**src/rtl/oled_pkg.sv**
```systemverilog
`default_nettype none
// ============================================================================
//  Module      : oled_pkg
//  Description : Shared constants, FSM state encoding and command-byte helper
//                for the OLED page writer.
//  Revision    : 1.0 - initial release
// ============================================================================
package oled_pkg;

   // I2C control bytes that precede every payload byte
   localparam logic [7:0] OLED_CTRL_CMD  = 8'h00;
   localparam logic [7:0] OLED_CTRL_DATA = 8'h40;

   // Addressing opcodes; the low nibble carries the operand
   localparam logic [7:0] OLED_CMD_PAGE  = 8'hB0;
   localparam logic [7:0] OLED_CMD_COLL  = 8'h00;
   localparam logic [7:0] OLED_CMD_COLH  = 8'h10;

   // Number of addressing commands sent ahead of each page's data
   localparam logic [1:0] OLED_CMDS_PER_PAGE = 2'd3;

   typedef enum logic [3:0] {
      ST_IDLE      = 4'd0,
      ST_PAGE_SEL  = 4'd1,
      ST_CMD_ISSUE = 4'd2,
      ST_CMD_WAIT  = 4'd3,
      ST_FETCH     = 4'd4,
      ST_LATCH     = 4'd5,
      ST_DAT_ISSUE = 4'd6,
      ST_DAT_WAIT  = 4'd7,
      ST_FINISH    = 4'd8
   } state_e;

   // Command byte for step idx of a page header: page select, column low nibble, column high nibble
   function automatic logic [7:0] oled_cmd_byte(input logic [1:0] idx,
                                                input logic [3:0] page,
                                                input logic [7:0] col_off);
      logic [7:0] b;
      case (idx)
         2'd0:    b = OLED_CMD_PAGE | {4'h0, page};
         2'd1:    b = OLED_CMD_COLL | {4'h0, col_off[3:0]};
         default: b = OLED_CMD_COLH | {4'h0, col_off[7:4]};
      endcase
      return b;
   endfunction

endpackage
`default_nettype wire

```
**src/rtl/oled_page_dirty.sv**
```systemverilog
`default_nettype none
// ============================================================================
//  Module      : oled_page_dirty
//  Description : Per-page dirty flags plus a priority select returning the
//                lowest dirty page at or above a starting page. Used only when
//                OLED_PAGE_WRITER_DIRTY_EN is defined.
//  Revision    : 1.0 - initial release
// ============================================================================
module oled_page_dirty
   import oled_pkg::*;
#(
   parameter int PAGES = 8,
   parameter int PW    = 3
) (
   input  logic          clk,
   input  logic          reset,
   input  logic          mark,
   input  logic [PW-1:0] mark_page,
   input  logic          clear,
   input  logic [PW-1:0] clear_page,
   input  logic [PW-1:0] from_page,
   output logic          found,
   output logic [PW-1:0] sel_page
);

   logic [PAGES-1:0] dirty_q;
   logic [PAGES-1:0] dirty_d;

   // Clear first so a mark to the same page in the same cycle keeps the bit set
   always_comb begin
      dirty_d = dirty_q;
      if (clear) dirty_d[clear_page] = 1'b0;
      if (mark)  dirty_d[mark_page]  = 1'b1;
   end

   // Downward scan leaves the lowest qualifying index as the winner
   always_comb begin
      found    = 1'b0;
      sel_page = '0;
      for (int i = PAGES - 1; i >= 0; i--) begin
         if (dirty_q[i] && (i >= int'(from_page))) begin
            found    = 1'b1;
            sel_page = PW'(i);
         end
      end
   end

   // Every page starts dirty so the first refresh after reset paints the whole panel
   always_ff @(posedge clk) begin
      if (reset) dirty_q <= '1;
      else       dirty_q <= dirty_d;
   end

endmodule
`default_nettype wire

```
**src/rtl/oled_page_writer.sv**
```systemverilog
`default_nettype none
// ============================================================================
//  Module      : oled_page_writer
//  Description : Streams a page-addressed mono framebuffer to an OLED through
//                a single-byte I2C master: three addressing commands per page,
//                then COLS data bytes fetched from a 1-cycle-latency RAM.
//                Optional macro OLED_PAGE_WRITER_DIRTY_EN: only pages marked
//                dirty are written.
//  Revision    : 1.0 - initial release
// ============================================================================
module oled_page_writer
   import oled_pkg::*;
#(
   parameter int PAGES      = 8,
   parameter int COLS       = 128,
   parameter int COL_OFFSET = 0,
   parameter int AW         = 10
) (
   input  logic                     clk,
   input  logic                     reset,
   input  logic                     start,
   output logic                     busy,
   output logic                     done,
   output logic                     fb_rd_en,
   output logic [AW-1:0]            fb_addr,
   input  logic [7:0]               fb_rdata,
   output logic [7:0]               reg_addr,
   output logic [7:0]               reg_data,
   output logic                     i2c_write_en,
`ifdef OLED_PAGE_WRITER_DIRTY_EN
   input  logic                     dirty_mark,
   input  logic [$clog2(PAGES)-1:0] dirty_page,
`endif
   input  logic                     i2c_done
);

   localparam int             PW        = $clog2(PAGES);
   localparam int             CW        = $clog2(COLS);
   localparam logic [7:0]     COL_OFF_B = 8'(COL_OFFSET);
   localparam logic [PW-1:0]  PAGE_LAST = PW'(PAGES - 1);
   localparam logic [CW-1:0]  COL_LAST  = CW'(COLS - 1);

   state_e          state_q,    state_d;
   logic [PW-1:0]   page_q,     page_d;
   logic [CW-1:0]   col_q,      col_d;
   logic [1:0]      cmd_q,      cmd_d;
   logic [7:0]      reg_addr_q, reg_addr_d;
   logic [7:0]      reg_data_q, reg_data_d;
   logic [AW-1:0]   fb_addr_q,  fb_addr_d;

   logic            sel_found;
   logic [PW-1:0]   sel_page;

   function automatic logic [AW-1:0] addr_of(input logic [PW-1:0] p, input logic [CW-1:0] c);
      return AW'(p) * AW'(COLS) + AW'(c);
   endfunction

`ifdef OLED_PAGE_WRITER_DIRTY_EN
   logic page_last_ack;

   // A page becomes clean once its final data byte has been acknowledged
   assign page_last_ack = (state_q == ST_DAT_WAIT) && i2c_done && (col_q == COL_LAST);

   oled_page_dirty #(
      .PAGES (PAGES),
      .PW    (PW)
   ) u_dirty (
      .clk        (clk),
      .reset      (reset),
      .mark       (dirty_mark),
      .mark_page  (dirty_page),
      .clear      (page_last_ack),
      .clear_page (page_q),
      .from_page  (page_q),
      .found      (sel_found),
      .sel_page   (sel_page)
   );
`else
   // Without dirty tracking every page is always selected in order
   assign sel_found = 1'b1;
   assign sel_page  = page_q;
`endif

   // Next-state and strobe decode; strobes are pure functions of the current state
   always_comb begin
      state_d      = state_q;
      page_d       = page_q;
      col_d        = col_q;
      cmd_d        = cmd_q;
      reg_addr_d   = reg_addr_q;
      reg_data_d   = reg_data_q;
      fb_addr_d    = fb_addr_q;
      busy         = (state_q != ST_IDLE);
      done         = 1'b0;
      fb_rd_en     = 1'b0;
      i2c_write_en = 1'b0;

      case (state_q)
         ST_IDLE: begin
            if (start) begin
               page_d  = '0;
               col_d   = '0;
               cmd_d   = '0;
               state_d = ST_PAGE_SEL;
            end
         end
         ST_PAGE_SEL: begin
            if (sel_found) begin
               page_d     = sel_page;
               cmd_d      = '0;
               reg_addr_d = OLED_CTRL_CMD;
               reg_data_d = oled_cmd_byte(2'd0, 4'(sel_page), COL_OFF_B);
               state_d    = ST_CMD_ISSUE;
            end else begin
               // Nothing left to write: finish straight from here
               done    = 1'b1;
               page_d  = '0;
               state_d = ST_IDLE;
            end
         end
         ST_CMD_ISSUE: begin
            i2c_write_en = 1'b1;
            state_d      = ST_CMD_WAIT;
         end
         ST_CMD_WAIT: begin
            if (i2c_done) begin
               if (cmd_q == OLED_CMDS_PER_PAGE - 2'd1) begin
                  cmd_d     = '0;
                  col_d     = '0;
                  fb_addr_d = addr_of(page_q, '0);
                  state_d   = ST_FETCH;
               end else begin
                  cmd_d      = cmd_q + 2'd1;
                  reg_data_d = oled_cmd_byte(cmd_q + 2'd1, 4'(page_q), COL_OFF_B);
                  state_d    = ST_CMD_ISSUE;
               end
            end
         end
         ST_FETCH: begin
            fb_rd_en = 1'b1;
            state_d  = ST_LATCH;
         end
         ST_LATCH: begin
            reg_addr_d = OLED_CTRL_DATA;
            reg_data_d = fb_rdata;
            state_d    = ST_DAT_ISSUE;
         end
         ST_DAT_ISSUE: begin
            i2c_write_en = 1'b1;
            state_d      = ST_DAT_WAIT;
         end
         ST_DAT_WAIT: begin
            if (i2c_done) begin
               if (col_q == COL_LAST) begin
                  col_d = '0;
                  if (page_q == PAGE_LAST) begin
                     state_d = ST_FINISH;
                  end else begin
                     page_d  = page_q + PW'(1);
                     state_d = ST_PAGE_SEL;
                  end
               end else begin
                  col_d     = col_q + CW'(1);
                  fb_addr_d = addr_of(page_q, col_q + CW'(1));
                  state_d   = ST_FETCH;
               end
            end
         end
         ST_FINISH: begin
            done    = 1'b1;
            page_d  = '0;
            col_d   = '0;
            cmd_d   = '0;
            state_d = ST_IDLE;
         end
         default: state_d = ST_IDLE;
      endcase
   end

   // State and datapath registers; reset aborts any frame in progress
   always_ff @(posedge clk) begin
      if (reset) begin
         state_q    <= ST_IDLE;
         page_q     <= '0;
         col_q      <= '0;
         cmd_q      <= '0;
         reg_addr_q <= '0;
         reg_data_q <= '0;
         fb_addr_q  <= '0;
      end else begin
         state_q    <= state_d;
         page_q     <= page_d;
         col_q      <= col_d;
         cmd_q      <= cmd_d;
         reg_addr_q <= reg_addr_d;
         reg_data_q <= reg_data_d;
         fb_addr_q  <= fb_addr_d;
      end
   end

   assign reg_addr = reg_addr_q;
   assign reg_data = reg_data_q;
   assign fb_addr  = fb_addr_q;

endmodule
`default_nettype wire

```
**config.mk**
```make
export PLATFORM = sky130hd
export DESIGN_NAME = oled_page_writer
export DESIGN_NICKNAME = d
export VERILOG_FILES = /design/src/rtl/oled_pkg.sv /design/src/rtl/oled_page_dirty.sv /design/src/rtl/oled_page_writer.sv
export SDC_FILE = /design/constraint.sdc
export NUM_CORES = 1
export LEC_CHECK = 0
export BUFFER_PORTS_ARGS = -buffer_cell sky130_fd_sc_hd__buf_4
export CAP_MARGIN = 40
export CORE_MARGIN = 2
export CORE_UTILIZATION = 40
export CTS_BUF_LIST = sky130_fd_sc_hd__clkbuf_2 sky130_fd_sc_hd__clkbuf_4 sky130_fd_sc_hd__clkbuf_8
export DETAILED_ROUTE_END_ITERATION = 10
export HOLD_SLACK_MARGIN = 0.03
export SETUP_SLACK_MARGIN = 0.05
export SLEW_MARGIN = 0
export SYNTH_ARGS = -nofsm -noshare
export SYNTH_HDL_FRONTEND = slang
export SYNTH_SLANG_ARGS = --single-unit
```
**constraint.sdc**
```tcl
create_clock -name clk -period 3.4 [get_ports clk]
set_input_delay 0.51 -clock clk [delete_from_list [all_inputs] [get_ports clk]]
set_output_delay 0.51 -clock clk [all_outputs]
set_load 0.02 [all_outputs]
```
**Word level (Yosys, flattened, before mapping)**

Index checks and enable logic that the tools add are counted.

- $add $sub $neg: 4
- $mul: 0
- Div/mod/pow operators: 0
- Magnitude comparators: 0
- Equal/unequal tests: 20
- Shift-type cells: 0
- Muxes and demuxes: 35
- Bitwise operators: 0
- Reduce and logical (&&, ||, !) cells: 17

Operators by type and width:

| kind | number |
|---|---|
| 10-bit two-way mux | 4 |
| 7-bit two-way mux | 5 |
| 4-bit one-hot mux with 8 select lines | 1 |
| 8-bit one-hot mux with 2 select lines | 2 |
| 7-bit one-hot mux with 4 select lines | 1 |
| 8-bit one-hot mux with 3 select lines | 1 |
| 4-bit two-way mux | 5 |
| 10-bit one-hot mux with 2 select lines | 1 |
| 4-bit by 3-bit equality test with 1-bit output, second input constant | 4 |
| 8-bit two-way mux | 2 |
| 2-bit != test, second input constant | 8 |
| 3-bit two-way mux | 5 |
| 5-bit AND reduction | 3 |
| 10-bit by 7-bit adder with 10-bit output | 1 |
| 3-bit one-hot mux with 3 select lines | 1 |
| 3-bit AND reduction | 3 |
| 3-bit nonzero test | 3 |
| 4-bit by 2-bit equality test with 1-bit output, second input constant | 2 |
| 4-bit nonzero test | 2 |
| 7-bit by 1-bit adder with 7-bit output, second input constant | 1 |
| 7-bit equality test, second input constant | 1 |
| 2-bit two-way mux | 3 |
| 2-bit one-hot mux with 3 select lines | 1 |
| 4-bit by 1-bit equality test with 1-bit output, second input constant | 1 |
| 11 further kinds | 15 |

- Bits in registers: 42
- Bits in latches: 0
- Bits in writable memories: 0
- Bits in read-only memories: 0
- Logic and storage cells: 83
- Memories kept: 0

**Logic depth before layout (Yosys ltp)**

- Depth in word-level cells: 6
- Depth in mapped cells: 7

**Worst setup path before layout**

No wires, ideal clock.

- Path type: register -> output
- From: register state_q[3]
- To: output port fb_rd_en
- Data arrival time: 1.440 ns
- Setup slack: 1.450 ns
- Cell stages (with the launch flop): 4
- Path buffers: 2
- Cells stage by stage: dfxtp_1 -> clkbuf_1 -> clkbuf_1 -> nor4b_1

- Longest elaborated chain between the ends: 2

RTL lines:

| what | line | source |
|---|---|---|
| from (decl) | oled_page_writer.sv:43 | `state_e state_q, state_d;` |
| from (signal assigned) | oled_page_writer.sv:191 | `state_q <= state_d;` |
| 4-bit by 3-bit equality test with 1-bit output | oled_page_writer.sv:98 | `case (state_q)` |
| 1-bit two-way mux | oled_page_writer.sv:98 |  |
| to (decl) | oled_page_writer.sv:24 | `output logic fb_rd_en,` |

No other way between the ends.

**Worst setup path in the final report**

- From: register state_q[3]
- To: register fb_addr_q[6] (netlist: fb_addr[6])

- Longest elaborated chain between the ends: 3
- Elaborated cells on any way between the ends: 9

RTL lines:

| what | line | source |
|---|---|---|
| 4-bit by 3-bit equality test with 1-bit output / 4-bit by 2-bit equality test with 1-bit output (equally long branches) | oled_page_writer.sv:98 |  |
| 2-bit != test (no source line) / 2-bit nonzero test (equally long branches) | n/a |  |
| 5-bit AND reduction (no source line) | n/a |  |
| to (signal assigned) | oled_page_writer.sv:197 | `fb_addr_q <= fb_addr_d;` |
| to (decl) | oled_page_writer.sv:49 | `logic [AW-1:0] fb_addr_q, fb_addr_d;` |

Parallel ways exist; a longest one is shown, timed or not.
A chain may end at the register's enable or synchronous reset.

==> PnR_summary.wiki <==
{| class="wikitable"
! Metric !! Value
|-
| Slew of the pin with the lowest slew margin || 0.694 ns
|-
| Width of the die || 71.5 µm
|-
| Maximum count of clock buffers along a single path || 2
|-
| Count of boundary I/O pins || 42
|-
| Number of enable-type register cells in the synthesized netlist || 0
|-
| Final clock skew || 0.00420 ns
|-
| Crit path capture type || register
|-
| Pins Over Slew Limit || 0
|-
| Congestion Overflow GR || 0
|-
| Total of endpoints with negative setup slack in the final report || 0
|-
| Core box area || 4380 µm²
|-
| Portion of the post-synthesis area used by sequential elements || 38.5%
|-
| Inserted Diodes || 0
|-
| Summed negative setup slack over all endpoints || 0 ns
|-
| Largest net degree at the start of global routing || 36
|-
| Length of the first detailed-routing pass in iterations || 4
|-
| Reg2reg start || state_q[3]$_SDFFE_PP0P_
|-
| Die area || 5110 µm²
|-
| Required time reported for the critical path endpoint || 3.59 ns
|-
| Post-placement setup slack || 0.996 ns
|-
| Antenna violations before repair || 0
|-
| Worst Path Arrival || 2.59 ns
|-
| Initial cell density of the core || 41.6%
|-
| Synthesized instance count || 220
|-
| Mapped Avg Cell Area || 8.28 µm²
|-
| Cell area after technology mapping || 1820 µm²
|-
| Sinks on the clock net || 35
|-
| Async set-reset flop share out of synthesis || 0%
|-
| Clock-pin transition on the worst setup and hold timing paths || 0.07 ns
|-
| Relative slew margins || 53.7%
|-
| Rows || 24
|-
| Most frequent cell after synthesis || dfxtp_1
|-
| Cts repair resizes || 0
|-
| Share of cells above drive strength 1 || 19.7%
|-
| First-pass GRT wire length || 6980 µm
|-
| Cell taking the most area after synthesis || dfxtp_1
|-
| Total buffers and inverters traversed by the critical path || 0
|-
| Kind of path behind the tightest hold check || input pin to register
|-
| DRC violation total after the first TritonRoute iteration || 126
|-
| Crit path launch || state_q[3]$_SDFFE_PP0P_
|-
| Hold path startpoint || fb_rdata[6]
|-
| Number of unique standard cell types used by synthesis || 49
|-
| Die span in y || 71.5 µm
|-
| Clock Root Buffer || clkbuf_8
|-
| Drt wl/cell || 14.1 µm
|-
| Maximum level of the CTS H-tree || 2
|-
| Port buffer count || 34
|-
| Count of placed standard cells in the final layout, fillers left out || 301
|-
| Number of buffers inserted during clock tree synthesis || 5
|-
| Final-report hold violation count || 0
|-
| Area growth from synthesis to final layout || 17.9%
|-
| RSZ-0062 raised after global routing || false
|-
| DRC violations left || 0
|-
| WS Path Type || register to register
|-
| Post-CTS setup-driven buffer insertion count || 0
|-
| Total vias in the final route || 1582
|-
| Number of warnings issued by yosys || 0
|-
| Number of max-capacitance violations reported || 0
|-
| Worst-path cell chain || nand4b_1 > nor2_2 > a21boi_4 > or2_1 > a32o_1
|-
| Startpoint type of the worst setup path || register
|-
| Maximum clock rate || 416 MHz
|-
| Total GRT Usage || 17.6%
|-
| Final clock period utilization by the worst path || 70.6%
|-
| Crit-path max FO || 23
|-
| Synth area leaders || dfxtp_1, o21ai_0, nor2_1, a21oi_1, mux2i_1
|-
| Via density per instance || 5.26
|-
| Area share of the largest cell type after synthesis || 38.5%
|-
| CTS hold repair buffers || 0
|-
| Top cell family by delay on the critical path || simple AND/OR/NAND/NOR gates
|-
| Run status || finished, final reports clean
|-
| Power per unit of standard cell area || 400 nW/µm²
|-
| Detail Route Antenna Nets || 0
|-
| Final critical path time including I/O delays and setup || 2.40 ns
|-
| DP Wirelength || 2950 µm
|-
| Leakage component of the power || 0.000894 µW
|-
| Total routed wirelength || 4250 µm
|-
| Yosys reg bits || 35
|-
| Placed cell count || 294
|-
| Layout net count || 264
|-
| Clock insertion delay at the later pin of the skew report || 0.29 ns
|-
| Layout Cell Area excl Fill || 2150 µm²
|-
| TritonCTS clock tree || yes
|-
| Smallest setup slack after layout || 0.999 ns
|-
| Top_reg_cell synth || dfxtp_1
|-
| Peak supply drop || 0.145 mV
|-
| Hold_ws || 0.456 ns
|-
| Weighted congestion at the end of routability-driven global placement || 0.803
|-
| Via count of the first global-routing pass || 1486
|-
| Most frequent cells after synthesis || dfxtp_1, nor2_1, o21ai_0
|-
| Cell at the slowest stage of the critical path || nand4b_1
|-
| Placed Instance Area || 2060 µm²
|-
| Stage delay of the slowest cell on the critical path || 0.62 ns
|}
[per-layer routing]
layer / part of all wire, % / global-route usage (%)
met1: 49 / 23.8
met2: 45 / 26.1
met3: 4.7 / 5.20
met4: 1.4 / 7.34
met5: 0 / 0
[final cells by class]
class	count	area, µm²
clock buffer	6	82.6
fill	457	2240
timing repair buffer	34	255
clock inverter	1	5.00
tap	52	65.1
multi-input combinational	168	1020
sequential	35	701
inverter	5	18.8
[cells by family (layout without fill, tap and decap cells)]
logic type / Yosys count / after routing / share of synthesized area (%)
buffers and inverters: 23 / 46 / 6.80
other: 1 / 7 / 0.206
adder cells (fa/ha/maj): 3 / 3 / 2.06
flip-flops: 35 / 35 / 38.5
multiplexers: 6 / 6 / 3.30
AO/OA/AOI/OAI: 54 / 54 / 19.4
XOR/XNOR: 5 / 5 / 2.40
AND/OR/NAND/NOR: 93 / 93 / 27.4
[cells in the final DEF, fill, tap and decap left out, types with 4 or more instances in the layout]
cell / n
a211oi_1: 4
a21oi_1: 12
buf_4: 34
clkbuf_8: 6
conb_1: 7
dfxtp_1: 35
inv_1: 5
mux2i_1: 6
nand2_1: 15
nand2b_1: 6
nand3_1: 4
nor2_1: 24
nor2b_1: 8
nor3_1: 10
o21ai_0: 19
or3_1: 4
[path summary, 6_finish.rpt]
| kind | depth (start not counted) | slack [ns] | end |
|---|---|---|---|
| worst min register to register | 2 | 0.46 | reg_data[4]$_SDFFE_PP0P_ |
| worst min-delay path | 3 | 0.46 | reg_data[6]$_SDFFE_PP0P_ |
| worst max-delay path | 5 | 1.0 | fb_addr[6]$_SDFFE_PP0P_ |
| worst max register to register | 5 | 1.0 | fb_addr[6]$_SDFFE_PP0P_ |
[where the power goes]
part / leakage [µW] / switching [µW] / internal, µW
logic: 0.000563 / 70.7 / 47.6
clock network: 0.0000470 / 148 / 159
registers: 0.000283 / 12.9 / 421
[through the flow]
step / total power [µW] / util (%)
after floorplan: 528 / -
after global placement: 561 / 47.0
after detailed placement: 562 / 47.0
after CTS: 873 / 49.0
after global routing: 902 / 49.0
final: 858 / 49.0
[registers in the layout (all words and copies together) (netlist names)]
| signal | cells |
|---|---|
| cmd_q | 2 |
| col_q | 7 |
| fb_addr | 10 |
| page_q | 3 |
| reg_addr | 1 |
| reg_data | 8 |
| state_q | 4 |
[worst min-delay path, delay by kind of cell]
family | cells | cell delay (ns)
AOI/OAI and AO/OA | 1 | 0.05
buffers and inverters | 1 | 0.07
and+or+nand+nor | 1 | 0.07
No activity file was read; power rests on OpenSTA's default activity.
